### config.mk
export PLATFORM = sky130hd
export DESIGN_NAME = mem_arbiter_flat
export DESIGN_NICKNAME = d
export VERILOG_FILES = /design/src/rtl/mem_pkg.sv /design/src/rtl/mem_arbiter_if.sv /design/src/rtl/mem_bytelane.sv /design/src/rtl/mem_arbiter.sv /design/src/flat_wrapper.sv
export SDC_FILE = /design/constraint.sdc
export NUM_CORES = 1
export LEC_CHECK = 0
export ABC_AREA = 1
export ABC_CLOCK_PERIOD_IN_PS = 6000
export BUFFER_PORTS_ARGS = -buffer_cell sky130_fd_sc_hd__buf_2
export CAP_MARGIN = 20
export CORE_MARGIN = 2
export CORE_UTILIZATION = 45
export DETAILED_ROUTE_END_ITERATION = 6
export PLACE_DENSITY = 0.75
export SYNTH_ARGS = -nofsm -noshare
export SYNTH_HDL_FRONTEND = slang
export SYNTH_HIERARCHICAL = 1
export SYNTH_SLANG_ARGS = --single-unit
### constraint.sdc
create_clock -name clk -period 6 [get_ports clk]
set_clock_uncertainty 0.05 [all_clocks]
set_input_delay 0.6 -clock clk [delete_from_list [all_inputs] [get_ports clk]]
set_output_delay 0.6 -clock clk [all_outputs]
set_load 0.02 [all_outputs]
### src/rtl/mem_pkg.sv
// Shared types and constants for the unified instruction/data memory arbiter.
package mem_pkg;

  typedef enum logic [1:0] {
    IDLE   = 2'd0,
    BUSY_I = 2'd1,
    BUSY_D = 2'd2
  } arb_state_t;

  localparam logic [3:0] BE_WORD         = 4'b1111;
  localparam int         MEM_LAT_DEFAULT = 2;

endpackage

### src/rtl/mem_arbiter_if.sv
// Fetch, data and memory-side signals of the single-port memory arbiter.
interface mem_arbiter_if;

  logic        if_req;
  logic [31:0] if_addr;
  logic        if_ack;
  logic [31:0] if_rdata;

  logic        dm_req;
  logic        dm_we;
  logic        dm_byte;
  logic [31:0] dm_addr;
  logic [31:0] dm_wdata;
  logic        dm_ack;
  logic [31:0] dm_rdata;

  logic        mem_en;
  logic        mem_we;
  logic [3:0]  mem_be;
  logic [31:0] mem_addr;
  logic [31:0] mem_wdata;
  logic [31:0] mem_rdata;

  logic        stall_f;
  logic        stall_m;

  // Arbiter view
  modport slave (
    input  if_req, if_addr, dm_req, dm_we, dm_byte, dm_addr, dm_wdata, mem_rdata,
    output if_ack, if_rdata, dm_ack, dm_rdata,
    output mem_en, mem_we, mem_be, mem_addr, mem_wdata,
    output stall_f, stall_m
  );

  // Pipeline plus memory view
  modport master (
    output if_req, if_addr, dm_req, dm_we, dm_byte, dm_addr, dm_wdata, mem_rdata,
    input  if_ack, if_rdata, dm_ack, dm_rdata,
    input  mem_en, mem_we, mem_be, mem_addr, mem_wdata,
    input  stall_f, stall_m
  );

endinterface

### src/rtl/mem_bytelane.sv
// Data-path byte handling: store replication and byte enables, load lane select with sign extension.
module mem_bytelane
  import mem_pkg::*;
(
  input  logic        st_byte,
  input  logic [1:0]  st_lane,
  input  logic [31:0] st_data,
  input  logic        ld_byte,
  input  logic [1:0]  ld_lane,
  input  logic [31:0] ld_word,
  output logic [3:0]  be,
  output logic [31:0] st_word,
  output logic [31:0] ld_data
);

  function automatic logic signed [31:0] sext8(input logic signed [7:0] b);
    return 32'(b);
  endfunction

  logic [7:0] ld_sel;

  always_comb begin
    be      = BE_WORD;
    st_word = st_data;
    if (st_byte) begin
      be      = 4'b0001 << st_lane;
      st_word = {4{st_data[7:0]}};
    end
  end

  always_comb begin
    ld_sel = ld_word[7:0];
    unique case (ld_lane)
      2'd0: ld_sel = ld_word[7:0];
      2'd1: ld_sel = ld_word[15:8];
      2'd2: ld_sel = ld_word[23:16];
      2'd3: ld_sel = ld_word[31:24];
      default: ld_sel = ld_word[7:0];
    endcase
  end

  assign ld_data = ld_byte ? sext8(ld_sel) : ld_word;

endmodule

### src/rtl/mem_arbiter.sv
// Arbitrates one fixed-latency unified memory between fetch and the memory stage,
// data side first, with one-cycle acks and combinational pipeline stalls.
module mem_arbiter
  import mem_pkg::*;
#(
  parameter int MEM_LAT = MEM_LAT_DEFAULT
) (
  input  logic    clk,
  input  logic    reset,
  mem_arbiter_if.slave bus
);

  localparam int                CNT_W    = $clog2(MEM_LAT + 1);
  localparam logic [CNT_W-1:0]  CNT_INIT = CNT_W'(MEM_LAT);
  localparam logic [CNT_W-1:0]  CNT_LAST = CNT_W'(1);

  arb_state_t       state;
  arb_state_t       state_nxt;
  logic [CNT_W-1:0] cnt;
  logic             grant_d;
  logic             grant_i;
  logic             done;

  logic             ld_byte;
  logic [1:0]       ld_lane;
  logic [3:0]       dm_be;
  logic [31:0]      dm_st_word;
  logic [31:0]      dm_ld_data;

  // Store path uses the live request; load path uses the lane latched at grant
  mem_bytelane u_bytelane (
    .st_byte (bus.dm_byte),
    .st_lane (bus.dm_addr[1:0]),
    .st_data (bus.dm_wdata),
    .ld_byte (ld_byte),
    .ld_lane (ld_lane),
    .ld_word (bus.mem_rdata),
    .be      (dm_be),
    .st_word (dm_st_word),
    .ld_data (dm_ld_data)
  );

  always_ff @(posedge clk or posedge reset) begin
    if (reset) state <= IDLE;
    else       state <= state_nxt;
  end

  // A side whose ack is high this cycle is masked so continuous demand alternates
  always_comb begin
    state_nxt = state;
    grant_d   = 1'b0;
    grant_i   = 1'b0;
    done      = 1'b0;
    unique case (state)
      IDLE: begin
        if (bus.dm_req && !bus.dm_ack) begin
          grant_d   = 1'b1;
          state_nxt = BUSY_D;
        end else if (bus.if_req && !bus.if_ack) begin
          grant_i   = 1'b1;
          state_nxt = BUSY_I;
        end
      end
      BUSY_I, BUSY_D: begin
        if (cnt == CNT_LAST) begin
          done      = 1'b1;
          state_nxt = IDLE;
        end
      end
      default: state_nxt = IDLE;
    endcase
  end

  always_ff @(posedge clk or posedge reset) begin
    if (reset)                  cnt <= '0;
    else if (grant_d || grant_i) cnt <= CNT_INIT;
    else if (state != IDLE)     cnt <= cnt - 1'b1;
  end

  always_ff @(posedge clk or posedge reset) begin
    if (reset) begin
      bus.mem_addr  <= '0;
      bus.mem_we    <= 1'b0;
      bus.mem_be    <= '0;
      bus.mem_wdata <= '0;
      ld_byte       <= 1'b0;
      ld_lane       <= '0;
    end else if (grant_d) begin
      bus.mem_addr  <= bus.dm_addr;
      bus.mem_we    <= bus.dm_we;
      bus.mem_be    <= dm_be;
      bus.mem_wdata <= dm_st_word;
      ld_byte       <= bus.dm_byte;
      ld_lane       <= bus.dm_addr[1:0];
    end else if (grant_i) begin
      bus.mem_addr  <= bus.if_addr;
      bus.mem_we    <= 1'b0;
      bus.mem_be    <= BE_WORD;
    end
  end

  always_ff @(posedge clk or posedge reset) begin
    if (reset) begin
      bus.if_ack   <= 1'b0;
      bus.dm_ack   <= 1'b0;
      bus.if_rdata <= '0;
      bus.dm_rdata <= '0;
    end else begin
      bus.if_ack <= done && (state == BUSY_I);
      bus.dm_ack <= done && (state == BUSY_D);
      if (done && (state == BUSY_I)) bus.if_rdata <= bus.mem_rdata;
      if (done && (state == BUSY_D)) bus.dm_rdata <= dm_ld_data;
    end
  end

  assign bus.mem_en  = (state != IDLE);
  assign bus.stall_f = bus.if_req & ~bus.if_ack;
  assign bus.stall_m = bus.dm_req & ~bus.dm_ack;

endmodule
### src/flat_wrapper.sv
// flat-port wrapper written by rule: the top's interface ports become plain ports
module mem_arbiter_flat import mem_pkg::*;
#(
  parameter int MEM_LAT = MEM_LAT_DEFAULT
)
  (clk, reset, bus_if_req, bus_if_addr, bus_dm_req, bus_dm_we, bus_dm_byte, bus_dm_addr, bus_dm_wdata, bus_mem_rdata, bus_if_ack, bus_if_rdata, bus_dm_ack, bus_dm_rdata, bus_mem_en, bus_mem_we, bus_mem_be, bus_mem_addr, bus_mem_wdata, bus_stall_f, bus_stall_m);
  mem_arbiter_if bus_i ();
  input  logic clk;
  input  logic reset;
  input wire logic [$bits(bus_i.if_req)-1:0] bus_if_req;
  input wire logic [$bits(bus_i.if_addr)-1:0] bus_if_addr;
  input wire logic [$bits(bus_i.dm_req)-1:0] bus_dm_req;
  input wire logic [$bits(bus_i.dm_we)-1:0] bus_dm_we;
  input wire logic [$bits(bus_i.dm_byte)-1:0] bus_dm_byte;
  input wire logic [$bits(bus_i.dm_addr)-1:0] bus_dm_addr;
  input wire logic [$bits(bus_i.dm_wdata)-1:0] bus_dm_wdata;
  input wire logic [$bits(bus_i.mem_rdata)-1:0] bus_mem_rdata;
  output wire logic [$bits(bus_i.if_ack)-1:0] bus_if_ack;
  output wire logic [$bits(bus_i.if_rdata)-1:0] bus_if_rdata;
  output wire logic [$bits(bus_i.dm_ack)-1:0] bus_dm_ack;
  output wire logic [$bits(bus_i.dm_rdata)-1:0] bus_dm_rdata;
  output wire logic [$bits(bus_i.mem_en)-1:0] bus_mem_en;
  output wire logic [$bits(bus_i.mem_we)-1:0] bus_mem_we;
  output wire logic [$bits(bus_i.mem_be)-1:0] bus_mem_be;
  output wire logic [$bits(bus_i.mem_addr)-1:0] bus_mem_addr;
  output wire logic [$bits(bus_i.mem_wdata)-1:0] bus_mem_wdata;
  output wire logic [$bits(bus_i.stall_f)-1:0] bus_stall_f;
  output wire logic [$bits(bus_i.stall_m)-1:0] bus_stall_m;
  assign bus_i.if_req = bus_if_req;
  assign bus_i.if_addr = bus_if_addr;
  assign bus_i.dm_req = bus_dm_req;
  assign bus_i.dm_we = bus_dm_we;
  assign bus_i.dm_byte = bus_dm_byte;
  assign bus_i.dm_addr = bus_dm_addr;
  assign bus_i.dm_wdata = bus_dm_wdata;
  assign bus_i.mem_rdata = bus_mem_rdata;
  assign bus_if_ack = bus_i.if_ack;
  assign bus_if_rdata = bus_i.if_rdata;
  assign bus_dm_ack = bus_i.dm_ack;
  assign bus_dm_rdata = bus_i.dm_rdata;
  assign bus_mem_en = bus_i.mem_en;
  assign bus_mem_we = bus_i.mem_we;
  assign bus_mem_be = bus_i.mem_be;
  assign bus_mem_addr = bus_i.mem_addr;
  assign bus_mem_wdata = bus_i.mem_wdata;
  assign bus_stall_f = bus_i.stall_f;
  assign bus_stall_m = bus_i.stall_m;
  mem_arbiter #(.MEM_LAT(MEM_LAT)) u_core (.clk(clk), .reset(reset), .bus(bus_i));
endmodule
==> After elaboration in Yosys (flattened, before gate mapping) <==
Index checks and enable logic that the tools add are counted.
{ "classes": {"n_addsub": 1, "eq_ne": 8, "shift": 1, "muxes": 23, "bitwise_logic": 4, "n_reduce_logical": 14} }
{ "op_table": {"columns": ["op", "count"], "rows": [
  ["32-bit 2-to-1 mux", 4],
  ["8-bit one-hot mux with 4 select lines", 1],
  ["4-bit 2-to-1 mux", 3],
  ["2-bit 2-to-1 mux", 5],
  ["1-bit 2-to-1 mux", 9],
  ["2-bit by 1-bit == test with 1-bit output (second input constant)", 3],
  ["2-bit == test (second input constant)", 3],
  ["2-bit nonzero test", 3],
  ["1-bit logical AND", 4],
  ["2-bit logical NOT", 2],
  ["2-bit one-hot mux with 2 select lines", 1],
  ["1-bit by 2-bit left shift with 4-bit output (first input constant)", 1],
  ["3-bit by 1-bit inequality test with 1-bit output (second input constant)", 1],
  ["1-bit bitwise AND", 2],
  ["1-bit logical NOT", 2],
  ["2-bit by 1-bit inequality test with 1-bit output (second input constant)", 1],
  ["1-bit NOT", 2],
  ["2-bit AND reduction", 1],
  ["2-bit OR reduction", 1],
  ["2-bit by 1-bit subtractor with 2-bit output (second input constant)", 1],
  ["1-bit logical OR", 1]
]} }
{ "totals": {"regBits": 142, "word_cells": 63} }

==> Depth between registers and ports, before layout <==
Gate-level depths: netlist of the first run.
{ "logic_depth": {"word_depth": 7, "mapped_depth": 9, "mapped_depth_nobuf": 8} }

==> Cells and area by module <==
The synthesis of the first run kept the hierarchy.
{ "by_module_without_submodules": {"columns": ["mod", "n_inst", "cells_per_inst", "area_each_um2", "seq_area_each_um2"], "rows": [
  ["mem_arbiter", 1, 723, 5993.2, 3553.4],
  ["mem_bytelane", 1, 202, 895.9, 0.0]
]} }

==> Worst setup path before layout of the first run <==
OpenSTA, ideal clock, no wires.
{ "synth_timing": {"path_kind": "flip-flop to output port", "from": "reg u_core.state[0]", "to": "out bus_mem_en", "arrival_ns": 1.092, "setup_slack_ns": 4.258, "path_stages_with_launch": 6, "n_path_buf": 2, "cell_sequence": "dfrtp_1 inv_1 ha_1 buf_6 buf_4 inv_1"} }
{ "synth_between": {"elab_chain_len": 1} }
{ "synth_lines": {"columns": ["item", "line", "rtl"], "rows": [
  ["start: declaration", "mem_arbiter.sv:17", "arb_state_t state;"],
  ["start signal: assignment", "mem_arbiter.sv:45", "else state <= state_nxt;"],
  ["2-bit nonzero test", "mem_arbiter.sv:116", "assign bus.mem_en = (state != IDLE);"],
  ["end: declaration", "flat_wrapper.sv:22", "output wire logic [$bits(bus_i.mem_en)-1:0] bus_mem_en;"]
]} }
No other way between the ends.

==> Worst setup path after layout of the first run <==
{ "layout_timing": {"from": "reg u_core.state[0]", "to": "reg u_core.bus.mem_wdata[21]"} }
{ "layout_between": {"elab_chain_len": 2} }
{ "layout_lines": {"columns": ["item", "line", "rtl"], "rows": [
  ["2-bit logical NOT", "mem_arbiter.sv:54", "unique case (state)"],
  ["1-bit 2-to-1 mux", "mem_arbiter.sv:54", null],
  ["end signal: assignment", "mem_arbiter.sv:92", "bus.mem_wdata <= dm_st_word;"],
  ["end: declaration", "mem_arbiter_if.sv:31", "output mem_en, mem_we, mem_be, mem_addr, mem_wdata,"]
]} }
No other way between the ends.
A chain may end at the register's enable or synchronous reset.

==> key figures, run 1 <==
Floorplan
  – Die area: 0.0163 mm^2
  – Starting Density: 45.7%
  – Die extent in y: 128 um
  – # IOs: 272
  – Num rows: 45
  – Die width: 128 um
  – Std-Cell Core Area: 0.0151 mm^2

Routing
  – Final wirelength: 20,400 um
  – Wirelength per Cell: 15.0 um
  – Drt via density: 4.93
  – Drt drc: 0
  – Vias: 6,708
  – DR iter-0 viols: 591
  – ANT nets after route: 0
  – Drt pass-1 iters: 5

CTS
  – Post-CTS Setup Inserts: 0
  – TritonCTS clock tree: built
  – Clock Path Buffers: 2
  – CTS clock-pin slew for the worst setup and hold paths: 0.06 ns
  – Hold buffers post-CTS: 0
  – Clock latency at the later pin of the worst-skew pair: 0.42 ns
  – Clk sink count: 142
  – H-tree Lvls: 4
  – Root buf cell: clkbuf_16
  – TritonCTS Buffers: 17
  – Post-cts repair resize count: 0

Critical path
  – Crit path launch type: flip-flop
  – Worst Path Max Fanout: 72
  – Crit Reg-Reg Startpoint: u_core/state[0]$_DFFE_PP0P_
  – Critical path startpoint: u_core/state[0]$_DFFE_PP0P_
  – Setup crit end: u_core/bus.mem_wdata[21]$_DFFE_PP0P_
  – R2R Path End: u_core/bus.mem_wdata[21]$_DFFE_PP0P_
  – Worst EP required: 6.31 ns
  – Critical path type: flip-flop to flip-flop
  – Path depth of the worst reg2reg path: 6
  – Crit path arrival time: 3.22 ns
  – Critical Path Sink Type: flip-flop
  – Worst R2R Setup Slack: 3.08 ns

Timing
  – FMAX: 343 MHz
  – Final setup viols: 0
  – Tcrit/Tclk final: 48.6%
  – Headroom to the max-slew limit: 27.5%
  – RSZ-0062 raised after global routing: false
  – Post-route setup slack: 3.08 ns
  – Worst Tran Pin Value: 1.09 ns
  – Fin crit period: 2.92 ns
  – Max-slew violations: 0
  – Setup TNS: 0 ns
  – Hold slack: 0.262 ns
  – Fin. Hold Viols: 0

Synthesis
  – Synthesis Warnings: 6
  – Top cells by count, synth: nand2_1, dfrtp_1, inv_1, nand4_1, nor2_1
  – Netlist cell types: 21
  – Main area contributors after synthesis: dfrtp_1, nand2_1, nand4_1, inv_1, o21ai_0
  – Post-Syn Nets: 1,063
  – Mapped Cells: 925
  – Number of synthesized flops with an enable pin: 0
  – Synth area leader: dfrtp_1
  – Sequential share of the synthesized area: 51.6%
  – Synthesis-stage register bit count: 142
  – Post-synth ARST share: 100%
  – Post-Syn Area: 0.00689 mm^2
  – Post-synth top flop: dfrtp_1
  – Top-area cell type share of the netlist area: 51.6%
  – Count leader, synth: nand2_1
  – Syn Area/Cell: 7.45 um^2

Finish
  – Ant diodes: 0
  – Final instance area: 0.00877 mm^2
  – Layout cells sized above 1: 27.5%
  – Area taken by multi-input logic gates: 0.00277 mm^2
  – FF+latch area: 0.00355 mm^2
  – Nets@finish: 1,298
  – FILL cells: 1,456
  – P&R area growth vs syn: 27.3%
  – Fin util: 58.1%

Place
  – Placement Setup Slack: 2.94 ns
  – Cell Area, Placed: 0.00816 mm^2
  – Final HPWL DP: 14,000 um
  – Final Wtd Congestion: 0.874
  – Port bufs: 271

Job
  – Total of max-cap violations: 0

Run status
  – Status: finished clean

Global route
  – Largest net degree at the start of global routing: 85
  – Initial antenna violation count: 0
  – First-pass GRT wire length: 31,200 um
  – Overall global routing resource usage: 24.7%
  – Total grt overflow: 0
  – Vias in the first global route: 5,933

Power and ir drop
  – VDD IR-drop max: 0.270 mV
  – Total leakage power: 5.17 nW
  – Cell area power density: 563 mW/mm^2

Min path
  – Min-Delay Path Class: input port to async pin
==> placed cells by master (no fill, tap or decap), drive strengths merged <==
cell type / instances
ha: 4
inv: 50
a21oi: 6
clkinvlp: 2
nand3: 18
clkinv: 3
bufinv: 3
nor2: 32
o21ai: 28
o21bai: 1
nand2: 553
nand4: 33
buf: 275
dfrtp: 142
clkbuf: 23
==> per-layer routing <==
layer	wire length, um	track usage [%]
met5	0	0
met4	440	8.86
met3	1500	5.68
met2	9430	38.0
met1	9040	34.6
==> area by class of cell <==
class | instances | area share [%]
multi-input combinational | 675 | 31.6
sequential | 142 | 40.5
clock inverter | 9 | 1.51
timing repair buffer | 275 | 16.0
tap | 188 | 2.68
inverter | 49 | 2.18
clock buffer | 23 | 5.45
==> through the flow <==
| stage | power (mW) | std cells |
|---|---|---|
| 6_report | 4.94 | 1361 |
| 5_1_grt | 5.26 | 1361 |
| 4_1_cts | 4.96 | 1361 |
| 3_5_place_dp | 3.85 | 1329 |
| 3_3_place_gp | 3.81 | 1328 |
| 2_1_floorplan | 3.17 | 925 |
==> critical path: stages (launching register included) <==
cell	delay, ns
dfrtp_1	0.39
inv_1	0.09
ha_1	0.52
nand3_4	0.70
inv_2	0.81
nand2_1	0.15
nand2_1	0.09
==> how the worst min path moves through the flow <==
| stage | from | to | slack, ns | cells after the start |
|---|---|---|---|---|
| finish | reset | u_core/bus.if_rdata[24]$_DFFE_PP0P_ | 0.26 | 2 |
| global route | reset | u_core/bus.if_rdata[20]$_DFFE_PP0P_ | 0.33 | 2 |
| CTS | reset | u_core/bus.if_rdata[24]$_DFFE_PP0P_ | 0.28 | 2 |
| detailed placement | u_core/bus.mem_we$_DFFE_PP0P_ | u_core/bus.mem_we$_DFFE_PP0P_ | 0.41 | 2 |
| global placement | u_core/bus.mem_we$_DFFE_PP0P_ | u_core/bus.mem_we$_DFFE_PP0P_ | 0.40 | 2 |
| floorplan | u_core/cnt[0]$_DFFE_PP0P_ | u_core/cnt[0]$_DFFE_PP0P_ | 0.40 | 1 |
==> kinds of logic after synthesis <==
family	share of synthesized area, %
AO/OA/AOI/OAI	2.85
adder cells (fa/ha/maj)	0.727
buffers and inverters	8.19
flip-flops	51.6
AND/OR/NAND/NOR	36.7
==> registers in the layout, indices dropped and copies added, names as in the netlist, 2 cells and up <==
| name | cells |
|---|---|
| u_core/bus.dm_rdata | 32 |
| u_core/bus.if_rdata | 32 |
| u_core/bus.mem_addr | 32 |
| u_core/bus.mem_be | 4 |
| u_core/bus.mem_wdata | 32 |
| u_core/cnt | 2 |
| u_core/ld_lane | 2 |
| u_core/state | 2 |
==> where the power goes <==
part | total [mW] | switching (mW) | internal (mW)
clock network | 1.09 | 0.401 | 0.688
registers | 1.66 | 0.254 | 1.41
logic | 2.19 | 1.51 | 0.680
Note: power is estimated with default switching activity, not from simulation.
==> run 2, diff against run 1 <==
--- a/config.mk
+++ b/config.mk
@@ -6,7 +6,7 @@
 export NUM_CORES = 1
 export LEC_CHECK = 0
 export ABC_AREA = 1
-export ABC_CLOCK_PERIOD_IN_PS = 6000
+export ABC_CLOCK_PERIOD_IN_PS = 3050
 export BUFFER_PORTS_ARGS = -buffer_cell sky130_fd_sc_hd__buf_2
 export CAP_MARGIN = 20
 export CORE_MARGIN = 2
==> constraint.sdc (replaced) <==
create_clock -name clk -period 3.05 [get_ports clk]
set_clock_uncertainty 0.05 [all_clocks]
set_input_delay 0.305 -clock clk [delete_from_list [all_inputs] [get_ports clk]]
set_output_delay 0.305 -clock clk [all_outputs]
set_load 0.02 [all_outputs]
==> run 2 against run 1 <==
Net effect: sequential share of layout area is 0.36 points lower; wire length is 0.40% lower; combinational power is 96% higher; critical endpoint is now bus_mem_en; global-route usage is 0.074 points lower; die area stayed put.
==> key figures, run 2 (synthesis gave the netlist of run 1 again) <==
Critical path
  – Path depth of the worst reg2reg path: 7
  – Crit Reg-Reg Startpoint: u_core/state[0]$_DFFE_PP0P_
  – Crit path arrival time: 1.82 ns
  – R2R Path End: u_core/bus.mem_addr[28]$_DFFE_PP0P_
  – Crit path launch type: flip-flop
  – Critical Path Sink Type: primary output
  – Worst R2R Setup Slack: 1.00 ns
  – Worst EP required: 2.69 ns
  – Worst Path Max Fanout: 37
  – Critical path type: flip-flop to primary output

Finish
  – Final instance area: 0.00885 mm^2
  – Ant diodes: 0
  – Most frequent cells in the layout: nand2_1, buf_2, dfrtp_1
  – Most common cell after layout, fill and taps aside: nand2_1
  – Nets@finish: 1,303
  – Layout cells sized above 1: 27.8%
  – P&R area growth vs syn: 28.4%

Global route
  – Total grt overflow: 0
  – Initial antenna violation count: 0
  – Vias in the first global route: 6,094
  – Overall global routing resource usage: 24.7%
  – Largest net degree at the start of global routing: 114
  – First-pass GRT wire length: 31,400 um

Power and ir drop
  – Logic pwr share: 43.5%
  – Psw: 4.26 mW
  – Sw Share: 43.1%
  – Cell area power density: 1120 mW/mm^2
  – VDD IR-drop max: 0.422 mV
  – Clock share of power: 23.4%
  – Total leakage power: 5.21 nW
  – Sequential power share: 33.1%
  – P_int: 5.62 mW

Timing
  – Final setup viols: 0
  – RSZ-0062 raised after global routing: false
  – Fin. Hold Viols: 0
  – Hold slack: 0.0487 ns
  – Worst Tran Pin Value: 1.02 ns
  – Setup TNS: 0 ns
  – Max-slew violations: 0
  – Tcrit/Tclk final: 71.2%
  – Headroom to the max-slew limit: 31.8%
  – Fin crit period: 2.17 ns
  – FMAX: 460 MHz

Min path
  – Hold endpoint: u_core/bus.mem_we$_DFFE_PP0P_
  – Min-Delay Path Class: input port to flip-flop
  – Hold path cells: 3
  – Worst hold start: bus_dm_we

Place
  – Final HPWL DP: 14,100 um
  – Final Wtd Congestion: 0.878
  – Port bufs: 271
  – Cell Area, Placed: 0.00818 mm^2

CTS
  – H-tree Lvls: 4
  – Root buf cell: clkbuf_16
  – Post-cts repair resize count: 0
  – TritonCTS Buffers: 17
  – TritonCTS clock tree: built
  – Clock latency at the later pin of the worst-skew pair: 0.42 ns
  – Post-CTS Setup Inserts: 0
  – Hold buffers post-CTS: 1
  – Clock Path Buffers: 2
  – Clk sink count: 142
  – CTS clock-pin slew for the worst setup and hold paths: 0.06 ns

Run status
  – Status: finished clean

Floorplan
  – Die width: 128 um
  – Std-Cell Core Area: 0.0151 mm^2
  – # IOs: 272
  – Die extent in y: 128 um
  – Num rows: 45
  – Die area: 0.0163 mm^2
  – Starting Density: 45.7%

Routing
  – Vias: 6,812
  – Drt pass-1 iters: 7
  – Wirelength per Cell: 14.9 um
  – Final wirelength: 20,300 um
  – Drt via density: 4.99
  – DR iter-0 viols: 568
  – Drt drc: 0
  – ANT nets after route: 0

Job
  – Total of max-cap violations: 0
## run 2: through the flow
step | setup WS, ns | total power [mW] | instances | utilization (%)
after floorplan | 0.918 | 6.24 | 925 | -
after global placement | 1.03 | 7.51 | 1333 | 54.2
after detailed placement | 1.03 | 7.58 | 1333 | 54.2
after CTS | 0.885 | 9.95 | 1366 | 58.6
after global routing | 0.784 | 10.6 | 1366 | 58.6
final | 0.877 | 9.89 | 1366 | 58.6
## run 2: power by group through the flow
stage,clock [mW],combinational (mW),sequential (mW)
4_1_cts,2.35,4.32,3.28
2_1_floorplan,0,1.96,4.28
3_3_place_gp,0,4.24,3.27
3_5_place_dp,0,4.30,3.28
5_1_grt,2.43,4.74,3.39
6_report,2.31,4.30,3.27
## run 2: critical path, cell delays in order, from the launching register on
cell and delay (ns):
dfrtp_1 0.39, inv_1 0.09, ha_1 0.23, buf_4 0.38
inv_1 0.13, buf_2 0.18
## run 2: layout make-up
type,instances,area (um^2)
well taps,188,235
multi-input cells,675,2770
clock buffers,22,474
flip-flops and latches,142,3550
clock inverters,10,184
inverters,49,190
repair buffers,280,1440
fillers,1390,6240
## run 2: routing by layer
layer / GRT usage (%) / vias up / part of all wire (%)
met5: 0 / - / 0
met4: 9.89 / 0 / 2.4
met3: 6.01 / 36 / 9.5
met2: 38.5 / 349 / 46
met1: 33.3 / 3125 / 42
li1: - / 3302 / -
## run 2: how the worst max path moves through the flow
stage	from	endpoint	slack (ns)	cells after the start
final	u_core/state[0]$_DFFE_PP0P_	bus_mem_en	0.88	5
after global routing	u_core/state[1]$_DFFE_PP0P_	bus_mem_en	0.78	5
after CTS	u_core/state[1]$_DFFE_PP0P_	bus_mem_en	0.88	5
after detailed placement	u_core/state[0]$_DFFE_PP0P_	u_core/bus.mem_addr[26]$_DFFE_PP0P_	1.03	7
after global placement	u_core/state[0]$_DFFE_PP0P_	u_core/bus.mem_addr[28]$_DFFE_PP0P_	1.03	7
after floorplan	reset	u_core/bus.dm_ack$_DFF_PP0_	0.92	1
==> run 3, diff against run 2 <==
--- a/config.mk
+++ b/config.mk
@@ -6,7 +6,7 @@
 export NUM_CORES = 1
 export LEC_CHECK = 0
 export ABC_AREA = 1
-export ABC_CLOCK_PERIOD_IN_PS = 3050
+export ABC_CLOCK_PERIOD_IN_PS = 2100
 export BUFFER_PORTS_ARGS = -buffer_cell sky130_fd_sc_hd__buf_2
 export CAP_MARGIN = 20
 export CORE_MARGIN = 2
==> constraint.sdc (replaced) <==
create_clock -name clk -period 2.1 [get_ports clk]
set_clock_uncertainty 0.05 [all_clocks]
set_input_delay 0.21 -clock clk [delete_from_list [all_inputs] [get_ports clk]]
set_output_delay 0.21 -clock clk [all_outputs]
set_load 0.02 [all_outputs]
==> run 3 against run 2 <==
Net effect: sequential power grew 45%; first-iteration DRC count down 5.3%; wire length up 1.3%; combinational power increased by 49%; via count fell by 0.97%; critical path type unchanged; critical endpoint unchanged; highest routed layer unchanged.
==> key figures, run 3 (synthesis gave the netlist of run 1 again) <==
Run status
  – Status: finished clean

CTS
  – CTS clock-pin slew for the worst setup and hold paths: 0.06 ns
  – Clock latency at the later pin of the worst-skew pair: 0.42 ns
  – H-tree Lvls: 4
  – Clk sink count: 142
  – TritonCTS Buffers: 17
  – TritonCTS clock tree: built
  – Root buf cell: clkbuf_16
  – Clock Path Buffers: 2

Critical path
  – Worst EP required: 1.84 ns
  – R2R Path End: u_core/bus.dm_rdata[5]$_DFFE_PP0P_
  – Path depth of the worst reg2reg path: 7
  – Worst R2R Setup Slack: 0.34 ns
  – Critical Path Max Stage Delay: 0.40 ns
  – Setup crit end: bus_mem_en
  – Crit path arrival time: 1.68 ns
  – Crit Reg-Reg Startpoint: u_core/ld_lane[0]$_DFFE_PP0P_
  – Crit path max-delay cell type: dfrtp_1
  – Crit path launch type: flip-flop
  – Critical Path Sink Type: primary output
  – CP most frequent cell: inv_1
  – Critical path startpoint: u_core/state[0]$_DFFE_PP0P_
  – Cells along the critical path: inv_1 -> ha_2 -> buf_6 -> inv_1 -> buf_2
  – Critical path type: flip-flop to primary output
  – Worst Path Max Fanout: 23

Min path
  – Min-Delay Path Class: input port to flip-flop

Power and ir drop
  – P_int: 8.34 mW
  – Sequential power share: 32.4%
  – VDD IR-drop max: 0.794 mV
  – Cell area power density: 1580 mW/mm^2
  – Psw: 6.25 mW
  – Logic pwr share: 43.9%
  – Clock share of power: 23.6%
  – Sw Share: 42.8%
  – Total leakage power: 5.38 nW

Timing
  – RSZ-0062 raised after global routing: false
  – Headroom to the max-slew limit: 63.2%
  – Max-slew violations: 0
  – Worst Tran Pin Value: 0.552 ns
  – Final setup viols: 0
  – Tcrit/Tclk final: 92.4%
  – FMAX: 515 MHz
  – Fin crit period: 1.94 ns
  – Setup TNS: 0 ns
  – Fin. Hold Viols: 0

Floorplan
  – Die extent in y: 128 um
  – Starting Density: 45.7%
  – Num rows: 45
  – # IOs: 272
  – Die area: 0.0163 mm^2
  – Die width: 128 um
  – Std-Cell Core Area: 0.0151 mm^2

Global route
  – Total grt overflow: 0
  – First-pass GRT wire length: 31,800 um
  – Initial antenna violation count: 0
  – Overall global routing resource usage: 24.9%
  – Largest net degree at the start of global routing: 51
  – Vias in the first global route: 6,204

Finish
  – Nets@finish: 1,339
  – Ant diodes: 0
  – Fin util: 61.3%
  – FILL cells: 1,356
  – Most frequent cells in the layout: nand2_1, buf_2, dfrtp_1
  – Layout cells sized above 1: 28.0%
  – Area taken by multi-input logic gates: 0.00277 mm^2
  – FF+latch area: 0.00355 mm^2
  – Most common cell after layout, fill and taps aside: nand2_1
  – P&R area growth vs syn: 34.3%

Routing
  – Drt drc: 0
  – ANT nets after route: 0
  – Drt via density: 4.81
  – Vias: 6,746
  – Final wirelength: 20,600 um
  – DR iter-0 viols: 538
  – Drt pass-1 iters: 5
  – Wirelength per Cell: 14.7 um

Place
  – Port bufs: 271
  – Final HPWL DP: 14,500 um
  – Final Wtd Congestion: 0.868

Job
  – Total of max-cap violations: 0
## run 3: worst max-delay path: cells and delay by family (launching register included)
kind	cells	cell delay (ns)
fa+ha+maj	1	0.29
flops	1	0.40
buf+inv	4	0.58
## run 3: worst min-delay path by stage
stage / slack (ns) / endpoint / start / depth (start not counted)
3_3_place_gp: 0.15 / u_core/bus.if_rdata[9]$_DFFE_PP0P_ / reset / 2
4_1_cts: 0.0005 / u_core/bus.if_rdata[26]$_DFFE_PP0P_ / bus_mem_rdata[26] / 3
3_5_place_dp: 0.15 / u_core/bus.if_ack$_DFF_PP0_ / reset / 2
5_1_grt: 0.01 / u_core/bus.if_rdata[12]$_DFFE_PP0P_ / bus_mem_rdata[12] / 3
6_report: 0.02 / u_core/bus.if_rdata[26]$_DFFE_PP0P_ / bus_mem_rdata[26] / 3
2_1_floorplan: 0.27 / u_core/bus.if_rdata[0]$_DFFE_PP0P_ / bus_mem_rdata[0] / 2
## run 3: power groups by stage
stage | clock, mW | combinational, mW | sequential, mW
after floorplan | 0 | 2.85 | 6.21
after global placement | 0 | 6.25 | 4.73
after detailed placement | 0 | 6.35 | 4.74
after CTS | 3.51 | 6.41 | 4.73
after global routing | 3.63 | 7.03 | 4.90
final | 3.45 | 6.41 | 4.73
## run 3: metal layers
layer  share of wire [%]  global-route usage, %  routed length, um  vias to the layer above
met3                 7.2                   6.51               1480                       25
met5                   0                      0                  0                        -
met1                  44                   33.0               9020                     3079
met4                 1.6                   7.56                327                        0
met2                  47                   40.4               9760                      272
li1                    -                      -                  -                     3370
## run 3: layout make-up
type	count	area share, %
clock buffers	18	4.75
clock inverters	14	2.58
inverters	49	2.06
multi-input cells	675	30.0
flip-flops and latches	142	38.4
well taps	188	2.54
repair buffers	316	19.7
## run 3: repair_timing
action                                 4_1_cts  5_1_grt
hold buffers                                28        0
setup buffers                                0        0
resized for setup                            1        1
setup endpoints to repair                    1        1
cloned                                       0        0
endpoints found under the hold margin       64        0
## run 3: metrics by stage
stage          area [um^2]  setup slack (ns)  hold slack [ns]  instances  power, mW
5_1_grt               9250            0.0589           0.0126       1402       15.6
6_report              9250             0.159           0.0196       1402       14.6
2_1_floorplan         6890            0.0629            0.270        925       9.06
4_1_cts               9250            0.0786         0.000487       1402       14.7
3_5_place_dp          8280             0.324            0.147       1342       11.1
3_3_place_gp          8280             0.393            0.154       1342       11.0
